File: config.mk
export PLATFORM = sky130hd
export DESIGN_NAME = voice_allocator
export DESIGN_NICKNAME = d
export VERILOG_FILES = /design/src/rtl/synth_pkg.sv /design/src/rtl/note_freq_rom.sv /design/src/rtl/voice_allocator.sv
export SDC_FILE = /design/constraint.sdc
export NUM_CORES = 1
export LEC_CHECK = 0
export CORE_ASPECT_RATIO = 0.8
export CORE_MARGIN = 1.5
export CORE_UTILIZATION = 62
export CTS_BUF_LIST = sky130_fd_sc_hd__clkbuf_8 sky130_fd_sc_hd__clkbuf_16
export DETAILED_ROUTE_END_ITERATION = 16
export PLACE_DENSITY = 0.87
export SKIP_CTS_REPAIR_TIMING = 1
export SYNTH_ARGS = -nofsm -noshare
export SYNTH_HDL_FRONTEND = slang
export SYNTH_HIERARCHICAL = 1
export SYNTH_SLANG_ARGS = --single-unit
File: constraint.sdc
create_clock -name clk -period 17.7 [get_ports clk]
set_input_delay 3.54 -clock clk [delete_from_list [all_inputs] [get_ports clk]]
set_output_delay 3.54 -clock clk [all_outputs]
set_load 0.005 [all_outputs]
File: src/rtl/synth_pkg.sv
// rtl/synth_pkg.sv - shared constants, waveform encodings and FSM state type
package synth_pkg;

    localparam int NOTE_W     = 7;
    localparam int FREQ_W_DEF = 20;
    localparam int AGE_W_DEF  = 8;

    localparam logic [1:0] WAVE_0 = 2'd0;
    localparam logic [1:0] WAVE_1 = 2'd1;
    localparam logic [1:0] WAVE_2 = 2'd2;
    localparam logic [1:0] WAVE_3 = 2'd3;

    typedef enum logic [1:0] {
        IDLE   = 2'd0,
        LOOKUP = 2'd1,
        ALLOC  = 2'd2,
        UPDATE = 2'd3
    } state_t;

endpackage

File: src/rtl/note_freq_rom.sv
// rtl/note_freq_rom.sv - 128-entry note number to integer-Hz table, 1-cycle registered read
//
// Ports:
//   clk   system clock
//   note  MIDI note number 0..127
//   freq  round(440 * 2^((note-69)/12)) Hz, valid the cycle after note is presented
//
// The table is generated from the top octave (notes 120..131) held with 8
// fractional bits; lower octaves are that value shifted right with
// round-half-up, which reproduces the rounded formula for every note 0..127.
module note_freq_rom
    import synth_pkg::*;
#(
    parameter int FREQ_W = FREQ_W_DEF
) (
    input  logic              clk,
    input  logic [NOTE_W-1:0] note,
    output logic [FREQ_W-1:0] freq
);

    logic [6:0]  octave;
    logic [3:0]  semitone;
    logic [21:0] top_fixed;
    logic [4:0]  shamt;
    logic [22:0] rounded;
    logic [FREQ_W-1:0] freq_c;

    // Frequency of note 120+r in Hz, scaled by 256.
    function automatic logic [21:0] top_octave(input logic [3:0] r);
        case (r)
            4'd0:    return 22'd2143237;
            4'd1:    return 22'd2270680;
            4'd2:    return 22'd2405702;
            4'd3:    return 22'd2548752;
            4'd4:    return 22'd2700309;
            4'd5:    return 22'd2860878;
            4'd6:    return 22'd3030994;
            4'd7:    return 22'd3211227;
            4'd8:    return 22'd3402176;
            4'd9:    return 22'd3604480;
            4'd10:   return 22'd3818813;
            4'd11:   return 22'd4045892;
            default: return 22'd0;
        endcase
    endfunction

    always_comb begin
        octave    = note / 7'd12;
        semitone  = 4'((note % 7'd12));
        top_fixed = top_octave(semitone);
        // 8 fractional bits plus one shift per octave below the top one
        shamt     = 5'd18 - 5'(octave);
        rounded   = ({1'b0, top_fixed} + (23'd1 << (shamt - 5'd1))) >> shamt;
        freq_c    = FREQ_W'(rounded);
    end

    always_ff @(posedge clk) begin
        freq <= freq_c;
    end

endmodule

File: src/rtl/voice_allocator.sv
// rtl/voice_allocator.sv - polyphonic note-to-oscillator voice allocator
//
// Ports:
//   clk, reset             clock, asynchronous active-high reset
//   note_valid/note_ready  event handshake, accept on valid & ready
//   note_on, note_num      event type (1=on) and MIDI note number
//   wave_sel               waveform select applied on note-on
//   freq_out               per-voice frequency, voice 0 in LSBs
//   ctrl_out               per-voice waveform select, voice 0 in LSBs
//   osc_reset              one-cycle phase-reset pulse to the retargeted voice
//   gate                   voice currently sounding
//   dropped                one-cycle pulse when a note-on found no voice
//   busy                   event in progress (!note_ready)
//
// Build option: VOICE_STEAL_EN - when defined, a note-on with all voices
// sounding steals the oldest voice; otherwise the note is dropped and the
// age counters are not built.
module voice_allocator
    import synth_pkg::*;
#(
    parameter int NUM_VOICES = 4,
    parameter int FREQ_W     = FREQ_W_DEF
`ifdef VOICE_STEAL_EN
    ,
    parameter int AGE_W      = AGE_W_DEF
`endif
) (
    input  logic                         clk,
    input  logic                         reset,
    input  logic                         note_valid,
    output logic                         note_ready,
    input  logic                         note_on,
    input  logic [NOTE_W-1:0]            note_num,
    input  logic [1:0]                   wave_sel,
    output logic [NUM_VOICES*FREQ_W-1:0] freq_out,
    output logic [NUM_VOICES*2-1:0]      ctrl_out,
    output logic [NUM_VOICES-1:0]        osc_reset,
    output logic [NUM_VOICES-1:0]        gate,
    output logic                         dropped,
    output logic                         busy
);

    localparam int VW = (NUM_VOICES > 1) ? $clog2(NUM_VOICES) : 1;

    state_t state;

    logic [NOTE_W-1:0] cap_note;
    logic              cap_on;
    logic [1:0]        cap_wave;
    logic [FREQ_W-1:0] rom_freq;

    logic [NUM_VOICES-1:0][FREQ_W-1:0] v_freq;
    logic [NUM_VOICES-1:0][1:0]        v_ctrl;
    logic [NUM_VOICES-1:0][NOTE_W-1:0] v_note;

    logic [VW-1:0] tgt_idx_c;
    logic          tgt_hit_c;
    logic [VW-1:0] tgt_idx;
    logic          tgt_hit;

`ifdef VOICE_STEAL_EN
    logic [NUM_VOICES-1:0][AGE_W-1:0] v_age;
    logic [AGE_W-1:0]                 best_age;
`endif

    // Address comes from the captured note, so the read is valid after E1
    // and stays stable until the voice write at E3.
    note_freq_rom #(
        .FREQ_W (FREQ_W)
    ) u_rom (
        .clk  (clk),
        .note (cap_note),
        .freq (rom_freq)
    );

    assign note_ready = (state == IDLE);
    assign busy       = (state != IDLE);
    assign freq_out   = v_freq;
    assign ctrl_out   = v_ctrl;

    // Target search: matching sounding voice, then lowest free voice,
    // then (when stealing) the oldest voice with ties to the lowest index.
    always_comb begin
        tgt_hit_c = 1'b0;
        tgt_idx_c = '0;
`ifdef VOICE_STEAL_EN
        best_age  = '0;
`endif
        for (int i = 0; i < NUM_VOICES; i++) begin
            if (!tgt_hit_c && gate[i] && (v_note[i] == cap_note)) begin
                tgt_hit_c = 1'b1;
                tgt_idx_c = VW'(i);
            end
        end
        if (cap_on && !tgt_hit_c) begin
            for (int i = 0; i < NUM_VOICES; i++) begin
                if (!tgt_hit_c && !gate[i]) begin
                    tgt_hit_c = 1'b1;
                    tgt_idx_c = VW'(i);
                end
            end
`ifdef VOICE_STEAL_EN
            if (!tgt_hit_c) begin
                tgt_hit_c = 1'b1;
                for (int i = 0; i < NUM_VOICES; i++) begin
                    if (v_age[i] > best_age) begin
                        best_age  = v_age[i];
                        tgt_idx_c = VW'(i);
                    end
                end
            end
`endif
        end
    end

    always_ff @(posedge clk or posedge reset) begin
        if (reset) begin
            state     <= IDLE;
            cap_note  <= '0;
            cap_on    <= 1'b0;
            cap_wave  <= WAVE_0;
            tgt_idx   <= '0;
            tgt_hit   <= 1'b0;
            v_freq    <= '0;
            v_ctrl    <= '0;
            v_note    <= '0;
            gate      <= '0;
            osc_reset <= '0;
            dropped   <= 1'b0;
`ifdef VOICE_STEAL_EN
            v_age     <= '0;
`endif
        end else begin
            osc_reset <= '0;
            dropped   <= 1'b0;
            case (state)
                IDLE: begin
                    if (note_valid) begin
                        cap_note <= note_num;
                        cap_on   <= note_on;
                        cap_wave <= wave_sel;
                        state    <= LOOKUP;
                    end
                end
                LOOKUP: begin
                    state <= ALLOC;
                end
                ALLOC: begin
                    tgt_idx <= tgt_idx_c;
                    tgt_hit <= tgt_hit_c;
                    state   <= UPDATE;
                end
                UPDATE: begin
                    state <= IDLE;
                    if (cap_on) begin
                        if (tgt_hit) begin
                            v_freq[tgt_idx]    <= rom_freq;
                            v_ctrl[tgt_idx]    <= cap_wave;
                            v_note[tgt_idx]    <= cap_note;
                            gate[tgt_idx]      <= 1'b1;
                            osc_reset[tgt_idx] <= 1'b1;
`ifdef VOICE_STEAL_EN
                            for (int i = 0; i < NUM_VOICES; i++) begin
                                if (VW'(i) == tgt_idx) begin
                                    v_age[i] <= '0;
                                end else if (gate[i] && (v_age[i] != {AGE_W{1'b1}})) begin
                                    v_age[i] <= v_age[i] + 1'b1;
                                end
                            end
`endif
                        end else begin
                            dropped <= 1'b1;
                        end
                    end else if (tgt_hit) begin
                        gate[tgt_idx] <= 1'b0;
                    end
                end
                default: begin
                    state <= IDLE;
                end
            endcase
        end
    end

endmodule

== After elaboration in Yosys (flattened, before gate mapping) ==
Memory sizes are Yosys's and may differ from the RTL's.
Cells that the tools add are included.
Storage, ports and cells
  bits in registers: 160
  ROM bits: 352
  output and inout bits: 99
  word-level logic and storage cells: 114
  memories kept: 1
Memories
  (name not given): words 16, bits a word 22, read ports 1, clocked after Yosys merged registers in 0, wr ports 0, RTL line note_freq_rom.sv:30  | case (r)
Operators by class
  add/subtract/negate cells: 3
  div/mod/pow operators: 2
  magnitude comparators: 2
  equal/unequal tests: 8
  shifts and indexed selects: 2
  multiplexer cells: 42
  bitwise gates (word level): 3
  reduce and logical (&&, ||, !) cells: 29
Operators with widths (number)
  $bwmux 80: 1
  $demux 20 s2: 1
  $bwmux 28: 1
  $eq 7x7->1: 4
  $mux 4: 6
  $add 22x23->23: 1
  $shl 1x5->23 const A: 1
  $shr 23x5->20: 1
  $mux 20: 1
  $mux 2: 9
  $mux 1: 17
  $demux 7 s2: 1
  $logic_and 1x1->1: 13
  $logic_not 1->1: 11
  $bwmux 8: 1
  $pmux 2 s4: 1
  $div 7x4->7 const B: 1
  $mod 7x4->7 const B: 1
  $mux 7: 1
  $sub 5x1->5 const B: 1
  $sub 5x5->5 const A: 1
  $and 4x4->4: 1
  $demux 2 s2: 1
  $eq 2x2->1 const B: 2
  11 further kinds: 12

== Longest topological paths before layout ==
Gate-level depths: netlist of run 1.
  word-level depth: 31
  mapped depth: 28
  gate-level depth less buffers: 23

== Modules after synthesis ==
Netlist of run 1, hierarchy kept.
By module, submodules not included
  voice_allocator: instances 1, cells each 420, area each 5669.2 sq um
  note_freq_rom: instances 1, cells each 571, area each 4166.5 sq um

== Worst setup path before layout of run 1 ==
OpenSTA, ideal clock, no wires.
  path kind: register to register
  start: reg cap_note[6]
  end: reg u_rom.freq[0]
  arrival time: 6.140 ns
  slack: 11.440 ns
  stages on the path, launching flop included: 26
  period minus slack after synthesis: 6.260 ns
  cell sequence: dfrtp_1 -> nor2b_1 -> or4b_1 -> o311a_1 -> nand2_2 -> buf_2 -> buf_2 -> ha_1 -> a21boi_1 -> o21ai_0 -> mux2i_1 -> o31ai_1 -> nor2_1 -> clkbuf_1 -> nor4b_1 -> ha_1 -> buf_2 -> a2111o_1 -> a311o_1 -> a2111o_1 -> o211ai_2 -> nor2_1 -> a211o_1 -> a311oi_1 -> a211oi_1 -> a211o_1
On the way
  longest elaborated chain between the ends: 6
Ends and longest elaborated chain
  start: declaration: RTL line voice_allocator.sv:47  | logic [NOTE_W-1:0] cap_note;
  start signal: assignment: RTL line voice_allocator.sv:139  | cap_note <= note_num;
  $div 7x4->7: RTL line note_freq_rom.sv:48  | octave = note / 7'd12;
  $sub 5x5->5: RTL line note_freq_rom.sv:52  | shamt = 5'd18 - 5'(octave);
  $sub 5x1->5: RTL line note_freq_rom.sv:53  | rounded = ({1'b0, top_fixed} + (23'd1 << (shamt - 5'd1))) >> shamt;
  $shl 1x5->23: RTL line note_freq_rom.sv:53
  $add 22x23->23: RTL line note_freq_rom.sv:53
  $shr 23x5->20 (*): RTL line note_freq_rom.sv:53
  net u_rom.rounded[0]: RTL line note_freq_rom.sv:25  | logic [22:0] rounded;
  end signal: assignment: RTL line note_freq_rom.sv:58  | freq <= freq_c;
  end: declaration: RTL line note_freq_rom.sv:18  | output logic [FREQ_W-1:0] freq
Mark *: on every way through the listed nets, which the timed path passes. The rest lies on a longest branch.
A chain may end at the register's enable or synchronous reset.

== Worst setup path in the final report of run 1 ==
  start: reg cap_note[6]
  end: reg u_rom.freq[17]
On the way
  longest elaborated chain between the ends: 6
Ends and longest elaborated chain (RTL line)
  $div 7x4->7: note_freq_rom.sv:48
  $sub 5x5->5: note_freq_rom.sv:52
  $sub 5x1->5: note_freq_rom.sv:53
  $shl 1x5->23: note_freq_rom.sv:53
  $add 22x23->23: note_freq_rom.sv:53
  $shr 23x5->20 (*): note_freq_rom.sv:53
Mark *: on every way between the ends. The rest lies on a longest branch, timed or not.

==> parameters.txt, run 1 <==
Parameter                              Value

Clocking
  Clock-pin slew reported for the worst setup and hold paths after clock tree synthesis ... 0.07 ns
  Maximum buffer depth of the clock tree ... 2
  Num CTS Buffers ... 17
  Clock sink count ... 160
  Maximum level of the CTS H-tree ... 4
  Root Buffer ... sky130_fd_sc_hd__clkbuf_16
  TritonCTS clock tree ... built
  Later-pin clock latency in the skew report ... 0.43 ns

Timing
  Setup Total Neg Slack ... 0 ns
  Final worst-path cycle share ... 0.4553
  Number of setup violations in the final report ... 0
  Final hold viol count ... 0
  Max Transition Viols Final ... 0
  Setup repair after global routing missed its margin ... false
  Final Skew ... 0.01110 ns
  Min cycle time layout ... 8.059 ns
  Worst slew pin tran ... 1.161 ns
  Highest achievable clock rate ... 0.1241 GHz
  Max-Slew Margin vs Limit ... 0.2180

Logic synthesis
  Number of distinct standard cells referenced by the synthesized netlist ... 92
  Post-Synthesis Cells ... 991
  Most frequently used flop master after synthesis ... sky130_fd_sc_hd__dfrtp_1
  Library cell occupying the most area in the post-synthesis netlist ... sky130_fd_sc_hd__dfrtp_1
  Leading post-synthesis cells by instance count ... 140 x sky130_fd_sc_hd__dfrtp_1, 125 x sky130_fd_sc_hd__nand2_1, 87 x sky130_fd_sc_hd__mux2_2, 61 x sky130_fd_sc_hd__nor2_1, 46 x sky130_fd_sc_hd__a21oi_1
  Synth Register Bits ... 160
  Average instance area after synthesis ... 9.925 sq um
  Cell with the most instances after synthesis ... sky130_fd_sc_hd__dfrtp_1
  Top post-synthesis cells by area ... sky130_fd_sc_hd__dfrtp_1 36%, sky130_fd_sc_hd__mux2_2 10%, sky130_fd_sc_hd__ha_1 4.8%, sky130_fd_sc_hd__nand2_1 4.8%, sky130_fd_sc_hd__dfxtp_1 4.1%
  Area share of the largest cell type after synthesis ... 0.3562
  EDFF count, synth ... 0
  Post-Synthesis Net Count ... 1043
  Share of synthesized registers carrying an async set or reset ... 0.8750
  Proportion of synthesized chip area in sequential cells ... 0.3969
  Synth warnings ... 6
  Post-Synthesis Cell Area ... 9836 sq um

Floorplanning
  Number of top-level pins ... 112
  Die area ... 16630 sq um
  Core Footprint ... 15260 sq um
  Die extent in x ... 143.8 microns
  Initial core utilization ... 0.6443
  Number of placement rows ... 40
  Die Y ... 115.7 microns

Global routing
  Pin count of the biggest net entering global routing ... 81
  Global-route wire length before repair ... 43.01 mm
  Vias in the first global route ... 7889
  Total congestion overflow after global routing ... 0
  Antenna violations before repair ... 0
  Overall Global Routing Usage ... 0.3365

Min path
  Worst min-delay path class ... reg -> reg

Routing
  Post-detailed-routing wire length ... 27.31 mm
  Per-cell via count in the routed design ... 6.473
  DRC Markers ... 0
  Initial DRC Count ... 1039
  Final ANT Viol Nets ... 0
  TritonRoute pass-1 iters ... 6
  Total via count in the routed design ... 8370
  Post-detailed-route wirelength per cell ... 21.12 microns

Status
  Run status ... complete, no violations

Finish
  Layout overhead on the synthesized area ... 17.42%
  Diodes inserted ... 0
  FF+latch area ... 3904 sq um
  Net total in the final layout ... 1122
  Filler cell count ... 978
  Proportion of layout cells with a drive suffix above 1 ... 0.1459
  Footprint of the multi-input gates ... 5522 sq um

Placement
  Final weighted congestion in routability-driven placement ... 0.9688
  Detailed placement HPWL ... 18.46 mm
  Input/output buffers ... 111

Critical path
  Slowest-stage cell, CP ... sky130_fd_sc_hd__dfrtp_1
  Nature of the critical path endpoint ... register
  Required time of the critical path ... 18.03 ns
  Signal arrival time at the worst endpoint ... 8.38 ns
  Worst Path Max Fanout ... 38
  Highest cell delay on the worst timing path ... 0.98 ns
  Type of the worst setup path ... reg -> reg
  Chain of cells forming the critical path ... nand2b_1 > a211o_1 > o311a_1 > nand2_2 > ha_1 > a21boi_1 > or2_2 > a41o_1 > o31ai_1 > nor2_1 > and4_1 > ha_1 > fa_1 > a21oi_1 > nor3b_2 > o211ai_1 > a31oi_1 > a31oi_1 > or2_2 > mux2i_1 > nor2_1 > o32ai_1
  Critical path startpoint category ... register

Flow run
  Total of max-cap violations ... 0
==> per-stage QoR <==
| step | setup slack (ns) | utilization | cell area [sq um] | hold WS [ns] | instances |
|---|---|---|---|---|---|
| after global routing | 9.139 | 0.7566 | 11550 | 0.5098 | 1293 |
| after CTS | 9.891 | 0.7566 | 11550 | 0.4795 | 1293 |
| after detailed placement | 9.921 | 0.7181 | 10960 | 0.4616 | 1261 |
| after global placement | 10.20 | 0.7181 | 10960 | 0.4498 | 1261 |
| final | 9.641 | 0.7566 | 11550 | 0.4765 | 1293 |
| after floorplan | 10.41 | - | 9836 | 0.4275 | 991 |
==> critical path: cells and delay by family (launching register included) <==
family          cells  cell delay, ns
fa+ha+maj           3            0.79
simple gates        8            3.43
flops               1            0.98
mux                 1            0.38
compound gates     10            2.35
==> cells in the final DEF, fill, tap and decap left out, drive strengths merged, types with 9 or more instances in the layout <==
master,n
a211oi,10
a21o,20
a21oi,47
a31oi,10
and3,10
and4,10
clkbuf,18
clkdlybuf4s50,111
dfrtp,140
dfxtp,20
ha,38
inv,32
mux2,105
mux2i,26
nand2,126
nand2b,9
nand3,11
nand4,11
nor2,62
nor3,14
o21ai,36
o22ai,11
xnor2,33
xor2,16
==> cell type report <==
type                       count  area share
timing repair buffer         119      0.1014
inverter                      26    0.008884
clock buffer                  18     0.03803
multi-input combinational    746      0.4781
sequential                   160      0.3380
clock inverter                14     0.01278
tap                          210     0.02275
==> layer usage <==
layer  wire length (microns)  vias to the layer above  track usage
met4                     652                        0       0.1000
met2                   12310                      439       0.5171
met1                   11690                     4107       0.4685
met3                    2653                       64      0.09132
met5                       0                        -            0
li1                        -                     3760            -
==> sequential cells by signal, summed over array words and instances (netlist names), 2 cells and up, named ones only <==
name	flops
cap_wave	2
freq_out	80
ctrl_out	8
v_note	28
tgt_idx	2
osc_reset	4
cap_note	7
state	2
u_rom/freq	20
==> cells by family (layout without fill, tap and decap cells) <==
logic type,after synthesis,after routing,synth area share
simple gates,300,300,0.1495
compound gates,223,223,0.1635
flops,160,160,0.3969
mux,134,134,0.1535
buf+inv,85,177,0.04223
xor+xnor,49,49,0.04363
fa+ha+maj,39,39,0.05038
other cells,1,1,0.0003813
==> worst paths after layout <==
check / cells past startpoint / slack, ns / startpoint / endpoint
min reg2reg: 2 / 0.48 / u_rom/freq[4]$_DFF_P_ / freq_out[64]$_DFFE_PP0P_
max reg2reg: 22 / 9.64 / cap_note[6]$_DFFE_PP0P_ / u_rom/freq[17]$_SDFF_PP0_
min: 2 / 0.48 / u_rom/freq[4]$_DFF_P_ / freq_out[64]$_DFFE_PP0P_
min in group asynchronous: 2 / 3.61 / reset / asynchronous set/reset pin
max: 22 / 9.64 / cap_note[6]$_DFFE_PP0P_ / u_rom/freq[17]$_SDFF_PP0_
max in group asynchronous: 3 / 12.69 / reset / freq_out[32]$_DFFE_PP0P_
Power of run 1 is not shown: default switching activity piles up to over one toggle a cycle in this logic, so the estimate is an artifact.
==> inputs of run 2 (changes only) <==
Settings changed: CORE_UTILIZATION 62 to 57, PLACE_DENSITY 0.87 to 0.81.
Clock period 17.7 ns to 7.55 ns, I/O delays scaled along.
==> run 2 against run 1 <==
Utilization shrank 5.9 points. Critical path depth down 1. Largest cell class unchanged. Non-clock buffer count grew 5. Critical endpoint is now u_rom/freq[0]$_DFF_P_. Via count is 1.9% lower. Maximum frequency is 14% higher. Worst hold slack got worse by 0.012 ns. Sequential cell count is the same.
==> parameters.txt, run 2 (synthesis results as in run 1) <==
Parameter                              Value

Timing
  Final worst-path cycle share ... 0.9387 (+0.4834)
  Final Skew ... 0.008485 ns (-0.002612 ns)
  Setup Total Neg Slack ... 0 ns (unchanged)
  Min cycle time layout ... 7.087 ns (-0.9723 ns)
  Hold slack final ... 0.4647 ns (-0.01183 ns)
  Number of setup violations in the final report ... 0 (unchanged)
  Setup repair after global routing missed its margin ... false
  Max Transition Viols Final ... 0 (unchanged)
  Worst slew pin tran ... 1.229 ns (+0.06797 ns)
  Highest achievable clock rate ... 0.1411 GHz (+14%)
  Final hold viol count ... 0 (unchanged)
  Max-Slew Margin vs Limit ... 0.1722 (-0.04579)

Floorplanning
  Die area ... 18060 sq um (+8.6%)
  Die extent in x ... 149.9 microns (+4.2%)
  Number of placement rows ... 42 (+5.0%)
  Die Y ... 120.5 microns (+4.2%)
  Number of top-level pins ... 112 (unchanged)
  Core Footprint ... 16710 sq um (+9.5%)
  Initial core utilization ... 0.5886 (-0.05577)

Routing
  Final ANT Viol Nets ... 0 (unchanged)
  Post-detailed-routing wire length ... 26.10 mm (-4.4%)
  DRC Markers ... 0 (unchanged)
  Total via count in the routed design ... 8211 (-1.9%)
  Post-detailed-route wirelength per cell ... 19.96 microns (-5.5%)
  TritonRoute pass-1 iters ... 7 (+1)
  Per-cell via count in the routed design ... 6.278 (-3.0%)
  Initial DRC Count ... 825 (-21%)

Finish
  Net total in the final layout ... 1127 (+0.45%)
  FF+latch area ... 3904 sq um (unchanged)
  Layout overhead on the synthesized area ... 18.51%
  Final core utilization ... 0.6975 (-0.05904)
  Flip-flop count of the largest register after layout ... 80 (unchanged)
  Diodes inserted ... 0 (unchanged)
  Footprint of the multi-input gates ... 5522 sq um (unchanged)
  Filler cell count ... 1192 (+22%)
  Post-Layout Cell Count ... 1308 (+1.2%)
  Proportion of layout cells with a drive suffix above 1 ... 0.1498 (+0.003925)
  Leading cell types in the layout, fill and taps excluded ... 140 x sky130_fd_sc_hd__dfrtp_1, 125 x sky130_fd_sc_hd__nand2_1, 111 x sky130_fd_sc_hd__clkdlybuf4s50_1, 87 x sky130_fd_sc_hd__mux2_2, 59 x sky130_fd_sc_hd__nor2_1
  Most common cell after layout, fill and taps aside ... sky130_fd_sc_hd__dfrtp_1

Global routing
  Global-route wire length before repair ... 41.65 mm (-3.2%)
  Overall Global Routing Usage ... 0.2957 (-0.04078)
  Total congestion overflow after global routing ... 0 (unchanged)
  Pin count of the biggest net entering global routing ... 82 (+1.2%)
  Antenna violations before repair ... 0 (unchanged)
  Vias in the first global route ... 7969 (+1.0%)

Critical path
  Signal arrival time at the worst endpoint ... 7.40 ns (-0.98 ns)
  Critical path startpoint category ... register
  Required time of the critical path ... 7.86 ns (-10.17 ns)
  Worst Path Max Fanout ... 26 (-32%)
  Type of the worst setup path ... reg -> reg
  Nature of the critical path endpoint ... register

Clocking
  Clock-pin slew reported for the worst setup and hold paths after clock tree synthesis ... 0.07 ns (about the same)
  Clock sink count ... 160 (unchanged)
  Later-pin clock latency in the skew report ... 0.43 ns (about the same)
  Root Buffer ... sky130_fd_sc_hd__clkbuf_16
  Maximum level of the CTS H-tree ... 4 (unchanged)
  TritonCTS clock tree ... built
  Num CTS Buffers ... 17 (unchanged)
  Maximum buffer depth of the clock tree ... 2 (unchanged)

Status
  Run status ... complete, no violations

Flow run
  Total of max-cap violations ... 0 (unchanged)

Placement
  Input/output buffers ... 111 (unchanged)
  Detailed placement HPWL ... 18.13 mm (-1.8%)
  Placed Cells ... 1276 (+1.2%)
  Final weighted congestion in routability-driven placement ... 0.9074 (-6.3%)

Min path
  Worst min-delay path class ... reg -> reg
==> run 2: changes by cell type in the layout (fill, tap and decap cells not counted), sizes merged <==
cell | previous run | this run
inv | 32 | 34
bufinv | 1 | 3
clkbuf | 18 | 17
buf | 8 | 13
clkinv | 6 | 3
==> run 2: worst max-delay path: stages, from the launching register on <==
cell and delay (ns):
sky130_fd_sc_hd__dfrtp_1 0.85, sky130_fd_sc_hd__nor2b_1 0.17, sky130_fd_sc_hd__or4b_1 0.55, sky130_fd_sc_hd__o311a_1 0.17, sky130_fd_sc_hd__nand2_2 0.14, sky130_fd_sc_hd__ha_1 0.27
sky130_fd_sc_hd__a21boi_1 0.31, sky130_fd_sc_hd__o21ai_0 0.17, sky130_fd_sc_hd__mux2i_1 0.16, sky130_fd_sc_hd__o211a_2 0.29, sky130_fd_sc_hd__nor2_1 0.69, sky130_fd_sc_hd__and3_1 0.32
sky130_fd_sc_hd__ha_1 0.31, sky130_fd_sc_hd__and3_1 0.24, sky130_fd_sc_hd__a2111oi_2 0.55, sky130_fd_sc_hd__o21ai_0 0.30, sky130_fd_sc_hd__xnor2_1 0.40, sky130_fd_sc_hd__mux4_2 0.35
sky130_fd_sc_hd__nor2_2 0.05, sky130_fd_sc_hd__a311oi_1 0.30, sky130_fd_sc_hd__a211oi_1 0.09, sky130_fd_sc_hd__a211o_1 0.29
==> run 2: path summary, 6_finish.rpt <==
check                      slack, ns                  endpoint                 startpoint  cells past startpoint
max reg2reg                     0.46     u_rom/freq[0]$_DFF_P_    cap_note[5]$_DFFE_PP0P_                     21
max                             0.46     u_rom/freq[0]$_DFF_P_    cap_note[5]$_DFFE_PP0P_                     21
min                             0.46  freq_out[75]$_DFFE_PP0P_  u_rom/freq[15]$_SDFF_PP0_                      2
max in group asynchronous       4.64  freq_out[45]$_DFFE_PP0P_                      reset                      3
min reg2reg                     0.46  freq_out[75]$_DFFE_PP0P_  u_rom/freq[15]$_SDFF_PP0_                      2
min in group asynchronous       1.51   cap_wave[1]$_DFFE_PP0P_                      reset                      2
==> run 2: metal layers <==
layer | part of all wire | routed length (microns) | vias to the layer above | track usage
met5 | 0 | 0 | - | 0
met4 | 0.017 | 437 | 0 | 0.07721
met3 | 0.094 | 2455 | 43 | 0.08189
met2 | 0.46 | 12070 | 393 | 0.4659
met1 | 0.43 | 11140 | 4015 | 0.4019
li1 | - | - | 3760 | -
==> run 2: cell type report <==
type,count,area share
Clock buffer,17,0.03650
Sequential cell,160,0.3349
Inverter,26,0.008802
Clock inverter,15,0.01878
Timing Repair Buffer,124,0.1037
Multi-Input combinational cell,746,0.4737
Tap cell,220,0.02362
==> run 2: stage by stage <==
step / area (sq um) / worst slack [ns]
3_5_place_dp: 11010 / 0.6561
2_1_floorplan: 9836 / 1.290
4_1_cts: 11660 / 0.6459
6_report: 11660 / 0.4628
5_1_grt: 11660 / 0.02546
3_3_place_gp: 11010 / 0.8903
Power of run 2 is left out for the same reason.
==> inputs of run 3 (changes only) <==
Clock period 7.55 ns to 7.6 ns, I/O delays scaled along.
==> run 3 against run 2 <==
Worst hold slack better by 0.014 ns. Sequential share of layout area grew 0.14 points. Utilization shrank 0.30 points. Critical path type unchanged. Largest cell class unchanged.
==> parameters.txt, run 3 (synthesis results as in run 1) <==
Parameter                              Value

Status
  Run status ... complete, no violations

Floorplanning
  Die extent in x ... 149.9 microns (unchanged)
  Number of top-level pins ... 112 (unchanged)
  Initial core utilization ... 0.5886 (unchanged)
  Number of placement rows ... 42 (unchanged)
  Core Footprint ... 16710 sq um (unchanged)
  Die Y ... 120.5 microns (unchanged)
  Die area ... 18060 sq um (unchanged)

Placement
  Final weighted congestion in routability-driven placement ... 0.9588 (+5.7%)
  Detailed placement HPWL ... 18.42 mm (+1.6%)
  Placed Cells ... 1276 (unchanged)
  Input/output buffers ... 111 (unchanged)

Routing
  Per-cell via count in the routed design ... 6.315 (+0.60%)
  Post-detailed-route wirelength per cell ... 20.32 microns (+1.8%)
  DRC Markers ... 0 (unchanged)
  Total via count in the routed design ... 8260 (+0.60%)
  Final ANT Viol Nets ... 0 (unchanged)
  Post-detailed-routing wire length ... 26.57 mm (+1.8%)
  Initial DRC Count ... 689 (-16%)
  TritonRoute pass-1 iters ... 5 (-2)

Global routing
  Pin count of the biggest net entering global routing ... 78 (-4.9%)
  Vias in the first global route ... 7959 (-0.13%)
  Antenna violations before repair ... 0 (unchanged)
  Overall Global Routing Usage ... 0.3038 (+0.008020)
  Global-route wire length before repair ... 43.10 mm (+3.5%)
  Total congestion overflow after global routing ... 0 (unchanged)

Finish
  Leading cell types in the layout, fill and taps excluded ... 140 x sky130_fd_sc_hd__dfrtp_1, 125 x sky130_fd_sc_hd__nand2_1, 111 x sky130_fd_sc_hd__clkdlybuf4s50_1, 87 x sky130_fd_sc_hd__mux2_2, 58 x sky130_fd_sc_hd__nor2_1
  Flip-flop count of the largest register after layout ... 80 (unchanged)
  Layout overhead on the synthesized area ... 18.00%
  Most common cell after layout, fill and taps aside ... sky130_fd_sc_hd__dfrtp_1
  Net total in the final layout ... 1127 (unchanged)
  Diodes inserted ... 0 (unchanged)
  Filler cell count ... 1200 (+0.67%)
  Post-Layout Cell Count ... 1308 (unchanged)
  Proportion of layout cells with a drive suffix above 1 ... 0.1517 (+0.001838)
  Final core utilization ... 0.6945 (-0.002995)

Timing
  Final Skew ... 0.01232 ns (+0.003837 ns)
  Max Transition Viols Final ... 0 (unchanged)
  Hold slack final ... 0.4784 ns (+0.01377 ns)
  Highest achievable clock rate ... 0.1429 GHz (+1.3%)
  Max-Slew Margin vs Limit ... 0.3601 (+0.1879)
  Final worst-path cycle share ... 0.9209 (-0.01783)
  Min cycle time layout ... 6.999 ns (-0.08854 ns)
  Setup repair after global routing missed its margin ... false
  Setup Total Neg Slack ... 0 ns (unchanged)
  Worst slew pin tran ... 0.9598 ns (-0.2688 ns)
  Final hold viol count ... 0 (unchanged)
  Number of setup violations in the final report ... 0 (unchanged)

Clocking
  Root Buffer ... sky130_fd_sc_hd__clkbuf_16
  Maximum level of the CTS H-tree ... 4 (unchanged)
  Later-pin clock latency in the skew report ... 0.42 ns (about the same)
  Maximum buffer depth of the clock tree ... 2 (unchanged)
  Clock-pin slew reported for the worst setup and hold paths after clock tree synthesis ... 0.08 ns (about the same)
  Num CTS Buffers ... 17 (unchanged)
  TritonCTS clock tree ... built
  Clock sink count ... 160 (unchanged)

Critical path
  Required time of the critical path ... 7.88 ns (+0.02 ns)
  Critical path startpoint category ... register
  Type of the worst setup path ... reg -> reg
  Critical R2R Launch ... cap_note[5]$_DFFE_PP0P_
  Worst Path Max Fanout ... 26 (unchanged)
  Worst flop-to-flop path endpoint ... u_rom/freq[5]$_DFF_P_
  Worst R2R Setup Slack ... 0.60 ns (+0.14 ns)
  Depth of the most critical reg-to-reg path ... 21 (unchanged)
  Nature of the critical path endpoint ... register
  Signal arrival time at the worst endpoint ... 7.28 ns (-0.12 ns)

Min path
  Worst min-delay path class ... reg -> reg
  Hold endpoint ... freq_out[63]$_DFFE_PP0P_
  Hold Crit Start ... u_rom/freq[3]$_DFF_P_
  Worst hold stages ... 2 (unchanged)

Flow run
  Total of max-cap violations ... 0 (unchanged)
-- run 3: worst max path at each step --
stage	to	slack (ns)	cells after the start	from
after floorplan	u_rom/freq[0]$_DFF_P_	1.34	25	cap_note[6]$_DFFE_PP0P_
final	u_rom/freq[5]$_DFF_P_	0.60	21	cap_note[5]$_DFFE_PP0P_
after global placement	u_rom/freq[0]$_DFF_P_	0.99	21	cap_note[5]$_DFFE_PP0P_
after detailed placement	u_rom/freq[17]$_SDFF_PP0_	0.67	19	cap_note[5]$_DFFE_PP0P_
after CTS	u_rom/freq[17]$_SDFF_PP0_	0.60	19	cap_note[5]$_DFFE_PP0P_
after global routing	u_rom/freq[9]$_SDFF_PP0_	0.07	21	cap_note[5]$_DFFE_PP0P_
-- run 3: critical path, stage by stage, from the launching register on --
cell	delay, ns
sky130_fd_sc_hd__dfrtp_1	0.86
sky130_fd_sc_hd__nor2b_1	0.18
sky130_fd_sc_hd__or4b_1	0.53
sky130_fd_sc_hd__o311a_1	0.16
sky130_fd_sc_hd__nand2_2	0.17
sky130_fd_sc_hd__ha_1	0.26
sky130_fd_sc_hd__a21boi_1	0.30
sky130_fd_sc_hd__o21ai_0	0.18
sky130_fd_sc_hd__mux2i_1	0.18
sky130_fd_sc_hd__o31ai_1	0.57
sky130_fd_sc_hd__nor2_2	0.30
sky130_fd_sc_hd__nor4b_1	0.36
sky130_fd_sc_hd__ha_1	0.38
sky130_fd_sc_hd__a2111o_1	0.44
sky130_fd_sc_hd__a311o_1	0.33
sky130_fd_sc_hd__a21oi_1	0.34
sky130_fd_sc_hd__or4_1	0.20
sky130_fd_sc_hd__a21oi_1	0.07
sky130_fd_sc_hd__a211oi_1	0.42
sky130_fd_sc_hd__mux2i_1	0.18
sky130_fd_sc_hd__mux2i_1	0.28
sky130_fd_sc_hd__o221ai_1	0.17
-- run 3: per-layer routing --
| layer | routed length, microns | global-route usage |
|---|---|---|
| met4 | 490 | 0.08150 |
| met1 | 11680 | 0.4259 |
| met3 | 2118 | 0.07019 |
| met5 | 0 | 0 |
| met2 | 12280 | 0.4725 |
-- run 3: layout make-up --
type                    count  area (sq um)  area share
inverters                  26         102.6    0.008840
repair buffers            124          1209      0.1041
multi-input cells         746          5530      0.4765
clock inverters            15         160.2     0.01380
well taps                 220         275.3     0.02372
clock buffers              17         425.4     0.03665
flip-flops and latches    160          3904      0.3364
-- run 3: through the flow --
step                      cell area (sq um)  setup WS, ns
final                                 11610        0.6013
after global routing                  11610       0.07126
after CTS                             11600        0.5955
after detailed placement              11010        0.6656
after global placement                11010        0.9913
after floorplan                        9836         1.340
Power of run 3 is left out for the same reason.
